## src/rtl/instr_mem_loader.sv

```systemverilog
// instr_mem_loader: collects a big-endian byte stream into 32-bit words and
// writes them to the instruction RAM from word 0 upward, holding the core
// while a load is in progress.
module instr_mem_loader #(
  parameter int ADDR_WIDTH = 8
) (
  input  logic                  clk,
  input  logic                  reset,
  input  logic                  Start,
  input  logic [ADDR_WIDTH:0]   WordCount,
  input  logic                  ByteValid,
  input  logic [7:0]            ByteData,
  output logic                  ByteReady,
  output logic                  MemWrEn,
  output logic [31:0]           MemAddress,
  output logic [31:0]           MemWrData,
  output logic                  CpuHold,
  output logic                  Done,
  output logic                  Error
);

  typedef enum logic [1:0] {
    S_IDLE  = 2'd0,
    S_RECV  = 2'd1,
    S_WRITE = 2'd2,
    S_DONE  = 2'd3
  } state_t;

  // Largest legal WordCount is a full RAM; anything above is rejected.
  localparam logic [ADDR_WIDTH:0]   MAX_WORDS = {1'b1, {ADDR_WIDTH{1'b0}}};
  localparam logic [ADDR_WIDTH:0]   CNT_ZERO  = {(ADDR_WIDTH+1){1'b0}};
  localparam logic [ADDR_WIDTH:0]   CNT_ONE   = {{ADDR_WIDTH{1'b0}}, 1'b1};
  localparam logic [ADDR_WIDTH-1:0] IDX_ZERO  = {ADDR_WIDTH{1'b0}};
  localparam logic [ADDR_WIDTH-1:0] IDX_ONE   = {{(ADDR_WIDTH-1){1'b0}}, 1'b1};

  state_t                r_state;
  state_t                w_next_state;
  logic [ADDR_WIDTH-1:0] r_index;
  logic [ADDR_WIDTH:0]   r_count;
  logic [1:0]            r_byte_cnt;
  logic [31:0]           r_shift;
  logic                  r_error;

  logic w_ready;
  logic w_xfer;
  logic w_zero_req;
  logic w_too_big;
  logic w_accept;
  logic w_last;

  assign w_ready    = (r_state == S_RECV);
  assign w_xfer     = ByteValid && w_ready;
  assign w_zero_req = (WordCount == CNT_ZERO);
  assign w_too_big  = (WordCount > MAX_WORDS);
  assign w_accept   = (r_state == S_IDLE) && Start && !w_zero_req && !w_too_big;
  // Compare against the latched count so a busy-time Start cannot shorten a load.
  assign w_last     = ({1'b0, r_index} == (r_count - CNT_ONE));

  // State register.
  always_ff @(posedge clk) begin
    if (reset) begin
      r_state <= S_IDLE;
    end else begin
      r_state <= w_next_state;
    end
  end

  // Next-state decode.
  always_comb begin
    w_next_state = r_state;
    case (r_state)
      S_IDLE: begin
        if (Start && w_zero_req) begin
          w_next_state = S_DONE;
        end else if (Start && !w_too_big) begin
          w_next_state = S_RECV;
        end else begin
          w_next_state = S_IDLE;
        end
      end
      S_RECV: begin
        if (w_xfer && (r_byte_cnt == 2'd3)) begin
          w_next_state = S_WRITE;
        end else begin
          w_next_state = S_RECV;
        end
      end
      S_WRITE: begin
        if (w_last) begin
          w_next_state = S_DONE;
        end else begin
          w_next_state = S_RECV;
        end
      end
      S_DONE:  w_next_state = S_IDLE;
      default: w_next_state = S_IDLE;
    endcase
  end

  // Datapath: word count latch, word index, byte assembly and error pulse.
  always_ff @(posedge clk) begin
    if (reset) begin
      r_index    <= IDX_ZERO;
      r_count    <= CNT_ZERO;
      r_byte_cnt <= 2'd0;
      r_shift    <= 32'd0;
      r_error    <= 1'b0;
    end else begin
      r_error <= (r_state == S_IDLE) && Start && w_too_big;
      if (w_accept) begin
        r_count    <= WordCount;
        r_index    <= IDX_ZERO;
        r_byte_cnt <= 2'd0;
      end
      if (w_xfer) begin
        r_shift    <= {r_shift[23:0], ByteData};
        // Two-bit counter returns to 0 on the fourth byte of each word.
        r_byte_cnt <= r_byte_cnt + 2'd1;
      end
      // Index stops at the final word instead of wrapping.
      if ((r_state == S_WRITE) && !w_last) begin
        r_index <= r_index + IDX_ONE;
      end
    end
  end

  // Outputs decoded from registered state; write bus is zero outside WRITE.
  always_comb begin
    ByteReady  = w_ready;
    MemWrEn    = 1'b0;
    MemAddress = 32'd0;
    MemWrData  = 32'd0;
    CpuHold    = (r_state != S_IDLE);
    Done       = (r_state == S_DONE);
    Error      = r_error;
    if (r_state == S_WRITE) begin
      MemWrEn    = 1'b1;
      MemAddress = {{(30-ADDR_WIDTH){1'b0}}, r_index, 2'b00};
      MemWrData  = r_shift;
    end else begin
      MemWrEn    = 1'b0;
    end
  end

endmodule

```

## config.mk

```make
export PLATFORM = sky130hd
export DESIGN_NAME = instr_mem_loader
export DESIGN_NICKNAME = d
export VERILOG_FILES = /design/src/rtl/instr_mem_loader.sv
export SDC_FILE = /design/constraint.sdc
export NUM_CORES = 1
export LEC_CHECK = 0
export CELL_PAD_IN_SITES_DETAIL_PLACEMENT = 1
export CELL_PAD_IN_SITES_GLOBAL_PLACEMENT = 1
export CORE_MARGIN = 2
export CORE_UTILIZATION = 34
export CTS_BUF_LIST = sky130_fd_sc_hd__clkbuf_4
export CTS_CLUSTER_SIZE = 16
export DETAILED_ROUTE_END_ITERATION = 10
export GPL_ROUTABILITY_DRIVEN = 1
export PLACE_DENSITY = 0.83
export SLEW_MARGIN = 20
export SYNTH_ARGS = -nofsm -noshare
export SYNTH_HDL_FRONTEND = slang
export SYNTH_SLANG_ARGS = --single-unit
```

## constraint.sdc

```tcl
create_clock -name clk -period 3.12 [get_ports clk]
set_clock_uncertainty 0.2 [all_clocks]
set_input_delay 0.312 -clock clk [delete_from_list [all_inputs] [get_ports clk]]
set_output_delay 0.312 -clock clk [all_outputs]
set_load 0.1 [all_outputs]
```

Word-level counts from Yosys, hierarchy flattened
Cells that the tools add are included.

operators by class
  add/sub/neg operators = 3
  $lt $le $gt $ge = 1
  eq/ne operators = 5
  mux-type cells = 12
  reductions and logical operators = 17

operators with widths
  operator               count
  $mux W32               1
  $mux W8                2
  $mux W10               1
  $mux W2                5
  $eq A8 B9 Y1           1
  $gt A9 B9 Y1 const B   1
  $logic_and A1 B1 Y1    9
  $logic_not A9 Y1       1
  $sub A9 B1 Y9 const B  1
  $add A8 B1 Y8 const B  1
  $pmux W2 S4            1
  $eq A2 B2 Y1 const B   3
  $reduce_bool A2 Y1     3
  $logic_not A1 Y1       3
  $add A2 B1 Y2 const B  1
  $eq A2 B1 Y1 const B   1
  $logic_not A2 Y1       1
  $mux W1                2

storage, ports and cells
  bits in registers = 54
  input port bits = 21
  logic and storage cells = 44

Logic depth before layout (Yosys ltp)
  depth in word-level cells = 6
  gate-level depth with buffers = 8
  mapped depth without buffers = 8

Worst setup path before layout
OpenSTA, ideal clock, no wires.

  path type = register to output
  from = register r_state[0]
  to = output MemAddress[2]
  arrival time = 2,584 ps
  slack = 24 ps
  stages on the path, launching flop included = 6
  buffers on the path = 2
  path through = dfxtp_1 > nand2b_1 > clkbuf_1 > inv_1 > clkbuf_1 > and2_1

on the way
  cells in the longest elaborated chain, start to end = 2

ends and longest elaborated chain
  element                 RTL line  RTL
  start, declared         36        state_t r_state;
  start signal, assigned  64        r_state <= w_next_state;
  $eq A2 B2 Y1            136       if (r_state == S_WRITE) begin
  $mux W10                136
  end, declared           15        output logic [31:0] MemAddress,

No other way between the ends.

Worst setup path in the final report
  from = register r_count[0]
  to = register r_index[4]

on the way
  cells in the longest elaborated chain, start to end = 5

ends and longest elaborated chain
  element                                               RTL line  RTL
  start, declared                                       39        logic [ADDR_WIDTH:0] r_count;
  start signal, assigned                                111       r_count <= WordCount;
  $sub A9 B1 Y9 (*)                                     57        assign w_last = ({1'b0, r_index} == (r_count - CNT_ONE));
  $eq A8 B9 Y1 (*)                                      57
  $logic_not A1 Y1 (*)                                  121       if ((r_state == S_WRITE) && !w_last) begin
  $logic_and A1 B1 Y1 (*)                               121
  $mux W8 / $reduce_bool A2 Y1 (equally long branches)  --
  end signal, assigned                                  122       r_index <= r_index + IDX_ONE;
  end, declared                                         38        logic [ADDR_WIDTH-1:0] r_index;

Mark *: on every way between the ends. The rest lies on a longest branch, timed or not.
A chain may end at the register's enable or synchronous reset.

==> metrics.cfg <==
[worst_setup_path]
critPathSlowestCell=a2111oi_4
cp-start-kind=flop
cp_num_buf_inv=1
cp.required_ns=3.18
worstPathCellList=inv_1 -> ha_1 -> nor2b_1 -> a221oi_2 -> nor2_1 -> a2111oi_4 -> or2_4 -> o221ai_2
critical-path-top-delay-family=compound AO/OA/AOI/OAI gates
cp-end-kind=flop
cpPeakStageDelay_ns=0.65
worstPathArrival_ns=2.73
worst-setup-path-type=reg -> reg
crit_fanout=9

[timing]
timing.fmax_mhz=375
slew_violations=0
fin_crit_sh_pct=85.4
setup_viol=0
hold_violations=0
max_slew_margin_pct=41.1
period_needed_ns=2.66
rsz0062_at_grt=false
worst_pin_slew_ns=0.883
final.setup.tns_ns=0

[yosys]
synth_area_leader_cell=dfxtp_1
synthArstFlopShare_pct=0
syn_area_per_cell_um2=7.84
syn_area_mm2=0.00285
synthXorXnorAreaFrac_pct=3.08
ys_seq_area_share_pct=38.0
synth_edf_count=0
synth_area_leaders=dfxtp_1 (38%), nand2_1 (9.8%), and2_1 (8.1%)
synth_commonest_cells=nand2_1 (74), dfxtp_1 (54), a21oi_1 (38), and2_1 (37), nor2_1 (28)
synth.area.mux_share_pct=3.16
syn_inst=363
ys_warn_count=0
synth_compound_area_share_pct=14.7
ys_ff_latch=54
synth_ff_type=dfxtp_1
synth_simple_gate_area_share_pct=29.0
yosysMostFrequentCell=nand2_1
synthAdderAreaFrac_pct=1.32
synth_top_family_by_area=simple AND/OR/NAND/NOR gates
yosysTopAreaCellShare_pct=38.0
synth_cell_types=44

[place]
gp_congestion=0.758
numPortBuffers=65
dp_hpwl_um=5740
dpl_cell_area_mm2=0.00381

[run_status]
status=finished clean

[die]
io_pins=90
initial_core_util_pct=34.8
num_rows=33
die_x_um=95.5
die_y_um=95.5
die_area_mm2=0.00912
core_mm2=0.00818

[routing]
drc=0
via_count=2555
drt_wl_total_um=7660
wl_per_cell_um=14.6
drt_iter0_markers=41
drt-vias-per-instance=4.86
ant_nets=0
dr.pass1.iters=4

[cts]
post_cts_resized=0
cts_setup_buffers=0
path_clk_slew_ns=0.15
cts_tree=done
cts_num_sinks=54
root_buffer=clkbuf_4
htree_levels=2
cts_buffers=5
cts_max_path_buffers=2
insertion_delay_ns=0.37
ctsHoldBuffers=0

[global_route]
grt_overflow=0
grt_pass1_vias=2727
grt_pass1_wl_um=12800
grt_util_all_layers_pct=17.7
grt_max_degree=50
antenna_found_initial=0

[power]
p_comb_share_pct=21.3
p_clk_share_pct=23.6
p_leak_nw=1.45
switchingPower_uw=447
intPower_uw=848
power.density_mw_per_mm2=335
irDropWorstVdd_mv=0.164
pwr-share-seq_pct=55.2
switching_share_pct=34.5

[cells_and_area]
fin_area_mm2=0.00386
nets=444
num_antenna_cells=0
drive_above_1_share_pct=15.9
multi_input_area_mm2=0.00155
nFillCells=990
area_growth_pct=35.7
seqCellArea_mm2=0.00108

[min_path]
hp-class=reg -> reg

[job]
maxCapViolCount=0

## metal layers
layer,up-vias,global-route usage [%],share of wire (%)
met1,1227,19.9,41
li1,1258,-,-
met2,64,31.6,51
met3,6,6.48,7.2
met5,-,0,0
met4,0,4.05,0.89
## area by class of cell
class	instances	area share, %
multi-input cells	278	40.1
flip-flops and latches	54	28.0
repair buffers	70	26.1
well taps	105	3.40
inverters	11	1.07
clock buffers	5	0.971
clock inverters	3	0.421
## cell families (layout without fill, tap and decap cells)
logic type | count (synthesis) | in the layout
buffers and inverters | 54 | 89
AO/OA/AOI/OAI | 62 | 62
XOR/XNOR | 10 | 10
other | 1 | 24
adder cells (fa/ha/maj) | 3 | 3
flip-flops | 54 | 54
multiplexers | 9 | 9
AND/OR/NAND/NOR | 170 | 170
## flip-flops by register name, summed over array words and instances, names as in the netlist
signal,cells
r_count,9
r_index,8
r_shift,32
r_byte_cnt,2
Error,1
r_state,2
## cell usage in the layout (no fill, tap or decap), types with 4 or more instances in the layout
cell type | netlist | routed
xor2_1 | 6 | 6
nor3_1 | 4 | 4
buf_12 | 0 | 35
a21oi_1 | 38 | 38
xnor2_1 | 4 | 4
nand2_1 | 74 | 74
conb_1 | 1 | 24
dfxtp_1 | 54 | 54
nand3_1 | 4 | 4
mux2i_1 | 9 | 9
buf_4 | 25 | 15
nand2b_1 | 4 | 4
and2_1 | 37 | 37
inv_1 | 11 | 11
clkbuf_4 | 0 | 5
clkdlybuf4s50_1 | 0 | 19
nor2_1 | 28 | 28
## per-stage QoR
stage	power [mW]	setup slack [ns]	utilization, %	hold WS (ns)	cells
2_1_floorplan	0.975	0.0244	-	0.232	386
3_3_place_gp	0.999	0.432	46.6	0.239	518
3_5_place_dp	1.01	0.368	46.6	0.249	518
4_1_cts	1.31	0.445	47.3	0.253	526
5_1_grt	1.37	0.311	47.3	0.243	526
6_report	1.29	0.456	47.3	0.267	526
## power by group through the flow
stage	clock (mW)	combinational (mW)	sequential, mW
detailed placement	0	0.276	0.730
floorplan	0	0.246	0.729
global placement	0	0.271	0.729
global route	0.357	0.292	0.717
finish	0.305	0.275	0.715
CTS	0.323	0.277	0.715
## worst paths after layout
kind               start           to  slack [ns]  cells past startpoint
max reg2reg   r_count[0]   r_index[4]        0.46                      8
max           r_count[0]   r_index[4]        0.46                      8
min reg2reg  r_shift[25]  r_shift[25]        0.27                      2
min          r_shift[25]  r_shift[25]        0.27                      2
## worst register-to-register path, delay by kind of cell (launching register included)
family | cells | cell delay [ns]
AOI/OAI and AO/OA | 3 | 1.04
adders and majority gates | 1 | 0.24
buffers and inverters | 1 | 0.08
DFF | 1 | 0.47
and+or+nand+nor | 3 | 0.56
Note: power is estimated with default switching activity, not from simulation.
